### config.mk
export PLATFORM = sky130hd
export DESIGN_NAME = spin_speed_incrementor_lut
export DESIGN_NICKNAME = d
export VERILOG_FILES = /design/src/rtl/spin_speed_pkg.sv /design/src/rtl/spin_inc_edge.sv /design/src/rtl/spin_speed_incrementor_lut.sv
export SDC_FILE = /design/constraint.sdc
export NUM_CORES = 1
export LEC_CHECK = 0
export BUFFER_PORTS_ARGS = -buffer_cell sky130_fd_sc_hd__buf_2
export CORE_UTILIZATION = 40
export CTS_BUF_LIST = sky130_fd_sc_hd__clkbuf_8 sky130_fd_sc_hd__clkbuf_16
export CTS_CLUSTER_SIZE = 20
export DETAILED_ROUTE_END_ITERATION = 10
export PLACE_DENSITY = 0.63
export SLEW_MARGIN = 15
export SYNTH_ARGS = -nofsm -noshare
export SYNTH_HDL_FRONTEND = slang
export SYNTH_SLANG_ARGS = --single-unit
### constraint.sdc
create_clock -name clk -period 3.5 [get_ports clk]
set_input_delay 0.7 -clock clk [delete_from_list [all_inputs] [get_ports clk]]
set_output_delay 0.7 -clock clk [all_outputs]
set_load 0.005 [all_outputs]
### src/rtl/spin_speed_pkg.sv
// Shared spin-speed tables: speed ladder, per-programme default/min/max
// ladder indices and the wash-mode encoding.
package spin_speed_pkg;

    localparam int unsigned SPEED_W    = 11;
    localparam int unsigned IDX_W      = 3;
    localparam int unsigned MODE_W     = 3;
    localparam int unsigned NUM_MODES  = 8;
    localparam int unsigned LADDER_LEN = 8;

    typedef logic [SPEED_W-1:0] speed_t;
    typedef logic [IDX_W-1:0]   idx_t;

    typedef enum logic [MODE_W-1:0] {
        COTTON      = 3'd0,
        SYNTHETICS  = 3'd1,
        DELICATES   = 3'd2,
        WOOL        = 3'd3,
        QUICK       = 3'd4,
        MIXED       = 3'd5,
        RINSE_SPIN  = 3'd6,
        DRAIN_ONLY  = 3'd7
    } wash_mode_e;

    // Ladder indices 0..6 are real speeds; entry 7 pads the 3-bit index
    // space and is never reached because no mode has max above 6.
    localparam speed_t SPEED_LADDER [LADDER_LEN] = '{
        11'd0, 11'd400, 11'd600, 11'd800, 11'd1000, 11'd1200, 11'd1400, 11'd0
    };

    localparam idx_t MODE_DEF_IDX [NUM_MODES] = '{
        3'd5, 3'd3, 3'd2, 3'd1, 3'd3, 3'd4, 3'd4, 3'd0
    };

    localparam idx_t MODE_MIN_IDX [NUM_MODES] = '{
        3'd1, 3'd1, 3'd0, 3'd0, 3'd1, 3'd1, 3'd1, 3'd0
    };

    localparam idx_t MODE_MAX_IDX [NUM_MODES] = '{
        3'd6, 3'd4, 3'd3, 3'd3, 3'd5, 3'd6, 3'd6, 3'd0
    };

endpackage

### src/rtl/spin_inc_edge.sv
// Rising-edge detector for the increment button. The history bit resets
// high so a button held through reset never produces a pulse.
module spin_inc_edge (
    input  logic clk,
    input  logic rst_n,
    input  logic din,
    output logic rise_c
);

    logic hist_q;

    // History samples the input every cycle
    always_ff @(posedge clk or negedge rst_n) begin
        if (!rst_n) begin
            hist_q <= 1'b1;
        end else begin
            hist_q <= din;
        end
    end

    // Single-cycle pulse, valid in the same cycle the input first goes high
    assign rise_c = din & ~hist_q;

endmodule

### src/rtl/spin_speed_incrementor_lut.sv
// Drum spin-speed selector: loads the programme default from the LUT on
// reset release or mode change, then steps through the speed ladder on
// increment rising edges. Define SPIN_SPEED_WRAP_EN to wrap from max back
// to the programme minimum; otherwise the index saturates at max.
module spin_speed_incrementor_lut
    import spin_speed_pkg::*;
(
    input  logic              clk,
    input  logic              reset,
    input  logic [MODE_W-1:0] wash_mode,
    input  logic              increment,
    output logic [SPEED_W-1:0] selected_spin_speed
);

    logic              inc_rise_c;
    idx_t              idx_q;
    idx_t              idx_d;
    logic [MODE_W-1:0] mode_q;
    logic [MODE_W-1:0] mode_d;
    logic              load_pending_q;
    logic              load_pending_d;
    speed_t            speed_q;
    idx_t              def_idx_c;
    idx_t              max_idx_c;
`ifdef SPIN_SPEED_WRAP_EN
    idx_t              min_idx_c;
`endif

    spin_inc_edge u_edge (
        .clk    (clk),
        .rst_n  (reset),
        .din    (increment),
        .rise_c (inc_rise_c)
    );

    // LUT decode: default follows the live input, limits follow the stored mode
    assign def_idx_c = MODE_DEF_IDX[wash_mode];
    assign max_idx_c = MODE_MAX_IDX[mode_q];
`ifdef SPIN_SPEED_WRAP_EN
    assign min_idx_c = MODE_MIN_IDX[mode_q];
`endif

    // Next-state: pending/mode load beats increment, increment beats hold
    always_comb begin
        idx_d          = idx_q;
        mode_d         = mode_q;
        load_pending_d = load_pending_q;
        if (load_pending_q || (wash_mode != mode_q)) begin
            idx_d          = def_idx_c;
            mode_d         = wash_mode;
            load_pending_d = 1'b0;
        end else if (inc_rise_c) begin
            if (idx_q < max_idx_c) begin
                idx_d = idx_q + IDX_W'(1);
            end else begin
`ifdef SPIN_SPEED_WRAP_EN
                idx_d = min_idx_c;
`else
                idx_d = idx_q;
`endif
            end
        end
    end

    // State and output registers; output tracks the index written this edge
    always_ff @(posedge clk or negedge reset) begin
        if (!reset) begin
            idx_q          <= '0;
            mode_q         <= '0;
            load_pending_q <= 1'b1;
            speed_q        <= '0;
        end else begin
            idx_q          <= idx_d;
            mode_q         <= mode_d;
            load_pending_q <= load_pending_d;
            speed_q        <= SPEED_LADDER[idx_d];
        end
    end

    assign selected_spin_speed = speed_q;

endmodule

==> reports/metrics.yaml <==
sta:
  slew_violations: 0
  hold_viol: 0
  max_slew_margin_pct: 63.3
  rsz0062_at_grt: "false"
  min_period_ns: 2.71
  fmax_ghz: 0.369
  worst_slack_ns: 0.788
  clock_skew_ns: 0.000952
  setup_viol: 0
  setup_tns_ns: 0
  tightest_slew_ns: 0.547
  fin_crit_sh_pct: 77.5
power:
  power.density_nw_per_um2: 455
  p_leak_nw: 0.468
  vdd_drop_max_uv: 303
outcome:
  status: "complete, no violations"
yosys:
  synth_fa_ha_area_share_pct: 11.5
  syn_inst: 79
  synth_compound_area_share_pct: 15.1
  yosysTopAreaCellShare_pct: 37.3
  synthTopCellsByArea: "dfrtp_1 (37%), ha_1 (11%), dfstp_2 (6.0%)"
  yosys_warnings: 0
  yosys.area_share.simple_pct: 14.6
  synth_mux_area_share_pct: 2.44
  ys_seq_area_share_pct: 43.3
  synth_area_sq_um: 872
  synth_area_per_cell_sq_um: 11.0
  synth_area_leader_cell: "dfrtp_1"
  ys_ff_latch: 15
  synthXorXnorAreaFrac_pct: 4.02
  synth_cell_types: 29
  synth_top_family_by_area: "compound AO/OA/AOI/OAI gates"
placed_design:
  dp_hpwl_um: 1060
  place.gp.congestion: 0.769
  dpl_worst_slack_ns: 0.785
  io_buffer_count: 13
  place_area_sq_um: 926
  dp_cells: 113
detailed_routing:
  routed-via-count: 549
  via_per_inst: 4.69
  drt_iter0_drc: 4
  drcViolationCount: 0
  drt_pass1_iterations: 3
  ant_nets: 0
  routed_wirelength_um: 1380
  drt-wirelength-per-cell_um: 11.8
finish:
  fin_area_sq_um: 971
  antenna_cells: 0
  instances_no_fill: 117
  drive_above_1_share_pct: 26.7
  nets: 105
  fillerInstances: 190
  multi_input_area_sq_um: 430
  area_delta_synth_final_pct: 11.3
  regArea_sq_um: 378
clock_tree:
  clk_pin_slew_ns: 0.06
  cts_hold_repair.buffers: 0
  cts_root_buf: "clkbuf_8"
  clk_path_buf_depth: 2
  post_cts_resized: 0
  numCtsBuffers: 3
  htreeDepth: 1
  clock_sinks: 15
  cts_tree: "done"
  insertion_delay_ns: 0.24
  post_cts_buffers: 0
critical_path:
  cp-end-kind: "flip-flop"
  startpoint_type: "flip-flop"
  critPathMaxFanout: 7
  cp.required_ns: 3.62
  crit_arrival_ns: 2.83
  timing.setup.critical_path_class: "flip-flop to flip-flop"
floorplanning:
  dieArea_sq_um: 2370
  pin_count: 17
  coreArea_sq_um: 2000
  initial_core_util_pct: 43.6
  fp.dieH_um: 48.7
  die_width_um: 48.7
  fp-row-count: 16
global_route:
  grt_pass1_wl_um: 2550
  grt_pass1_vias: 586
  grt_max_degree: 16
  antenna_found_initial: 0
  grt_usage_pct: 14.2
  gr-total-overflow: 0
flow_run:
  maxCapViolCount: 0
min_path:
  hp-class: "input pin to async pin"
## report_power, final
group          total [mW]  internal [mW]  leakage (nW)  switching (mW)
clock network       0.134         0.0775        0.0269          0.0569
logic               0.100         0.0439         0.263          0.0563
registers           0.208          0.197         0.178          0.0109
## worst max-delay path, stage by stage (launching register included)
cell and delay [ns]:
dfrtp_1 0.40, inv_1 0.09, ha_1 0.27, a21oi_1 0.14, ha_1 0.23, o21ai_0 0.20, a21oi_2 0.08, or3b_1 0.43
a31oi_4 0.30, ha_1 0.29, nor2b_1 0.14
## cell families (layout without fill, tap and decap cells)
logic type | after synthesis | count (layout)
compound gates | 16 | 16
simple gates | 19 | 19
other cells | 1 | 4
mux | 2 | 2
buf+inv | 14 | 22
xor+xnor | 4 | 4
fa+ha+maj | 8 | 8
flops | 15 | 15
## path summary, 6_finish.rpt
check                                               endpoint  cells after the start             startpoint  slack (ns)
hold reg to reg                           idx_q[1]$_DFF_PN0_                      2     idx_q[1]$_DFF_PN0_        0.77
setup / recovery           selected_spin_speed[10]$_DFF_PN0_                     10  mode_q[1]$_DFFE_PN0N_        0.79
max in group asynchronous         load_pending_q$_DFFE_PN1N_                      1                  reset        2.85
hold / removal              selected_spin_speed[9]$_DFF_PN0_                      1                  reset        0.35
min in group clk                     u_edge.hist_q$_DFF_PN1_                      1              increment        0.56
setup reg to reg           selected_spin_speed[10]$_DFF_PN0_                     10  mode_q[1]$_DFFE_PN0N_        0.79
## final cells by class
class / instances / share of cell area, %
Multi-Input combinational cell: 53 / 44.3
Sequential cell: 15 / 38.9
Clock buffer: 3 / 4.25
Inverter: 5 / 1.93
Tap cell: 27 / 3.48
Clock inverter: 1 / 0.387
Timing Repair Buffer: 13 / 6.70
## synth_stat cells
| master | n |
|---|---|
| inv_1 | 5 |
| a31oi_1 | 1 |
| a21oi_2 | 1 |
| a211oi_1 | 2 |
| a31oi_4 | 2 |
| nor3_2 | 1 |
| o21ai_0 | 5 |
| xnor2_1 | 1 |
| buf_6 | 1 |
| xor2_1 | 3 |
| or3_1 | 2 |
| or3b_1 | 2 |
| clkbuf_1 | 4 |
| nor4_4 | 1 |
| dfstp_2 | 2 |
| ha_1 | 8 |
| a21oi_1 | 2 |
| mux2i_1 | 1 |
| nor2_1 | 5 |
| nand2_1 | 1 |
| dfrtp_1 | 13 |
| a21o_1 | 2 |
| nand2b_1 | 1 |
| a31o_1 | 1 |
| mux2_1 | 1 |
| or2_2 | 1 |
| conb_1 | 1 |
| nor2b_1 | 5 |
| buf_4 | 4 |
## metal layers
metal / wire length, um / share of wire, % / global-route usage, % / vias to the layer above
li1: - / - / - / 277
met1: 675 / 49 / 19.1 / 261
met2: 649 / 47 / 22.2 / 9
met3: 36 / 2.6 / 2.83 / 2
met4: 17 / 1.2 / 5.88 / 0
met5: 0 / 0 / 0 / -
## through the flow
| step | hold WS [ns] | util (%) | power (mW) |
|---|---|---|---|
| finish | 0.350 | 48.5 | 0.442 |
| global route | 0.382 | 48.5 | 0.473 |
| CTS | 0.359 | 48.5 | 0.449 |
| detailed placement | 0.623 | 46.3 | 0.312 |
| global placement | 0.617 | 46.3 | 0.308 |
| floorplan | 0.404 | - | 0.284 |
## layout by cell type (no fill, tap or decap), types with 2 or more instances in the layout
master | Yosys | final
xor2_1 | 3 | 3
clkbuf_8 | 0 | 3
or3b_1 | 2 | 2
nor2_1 | 5 | 5
nor2b_1 | 5 | 5
inv_1 | 5 | 6
ha_1 | 8 | 8
a31oi_4 | 2 | 2
dfstp_2 | 2 | 2
conb_1 | 1 | 4
or3_1 | 2 | 2
a21o_1 | 2 | 2
o21ai_0 | 5 | 5
dfrtp_1 | 13 | 13
a21oi_1 | 2 | 2
a211oi_1 | 2 | 2
buf_2 | 0 | 13
## registers in the layout, summed over array words and instances (netlist names)
signal	count
selected_spin_speed	7
idx_q	3
u_edge.hist_q	1
load_pending_q	1
mode_q	3
No activity file was read; power rests on OpenSTA's default activity.
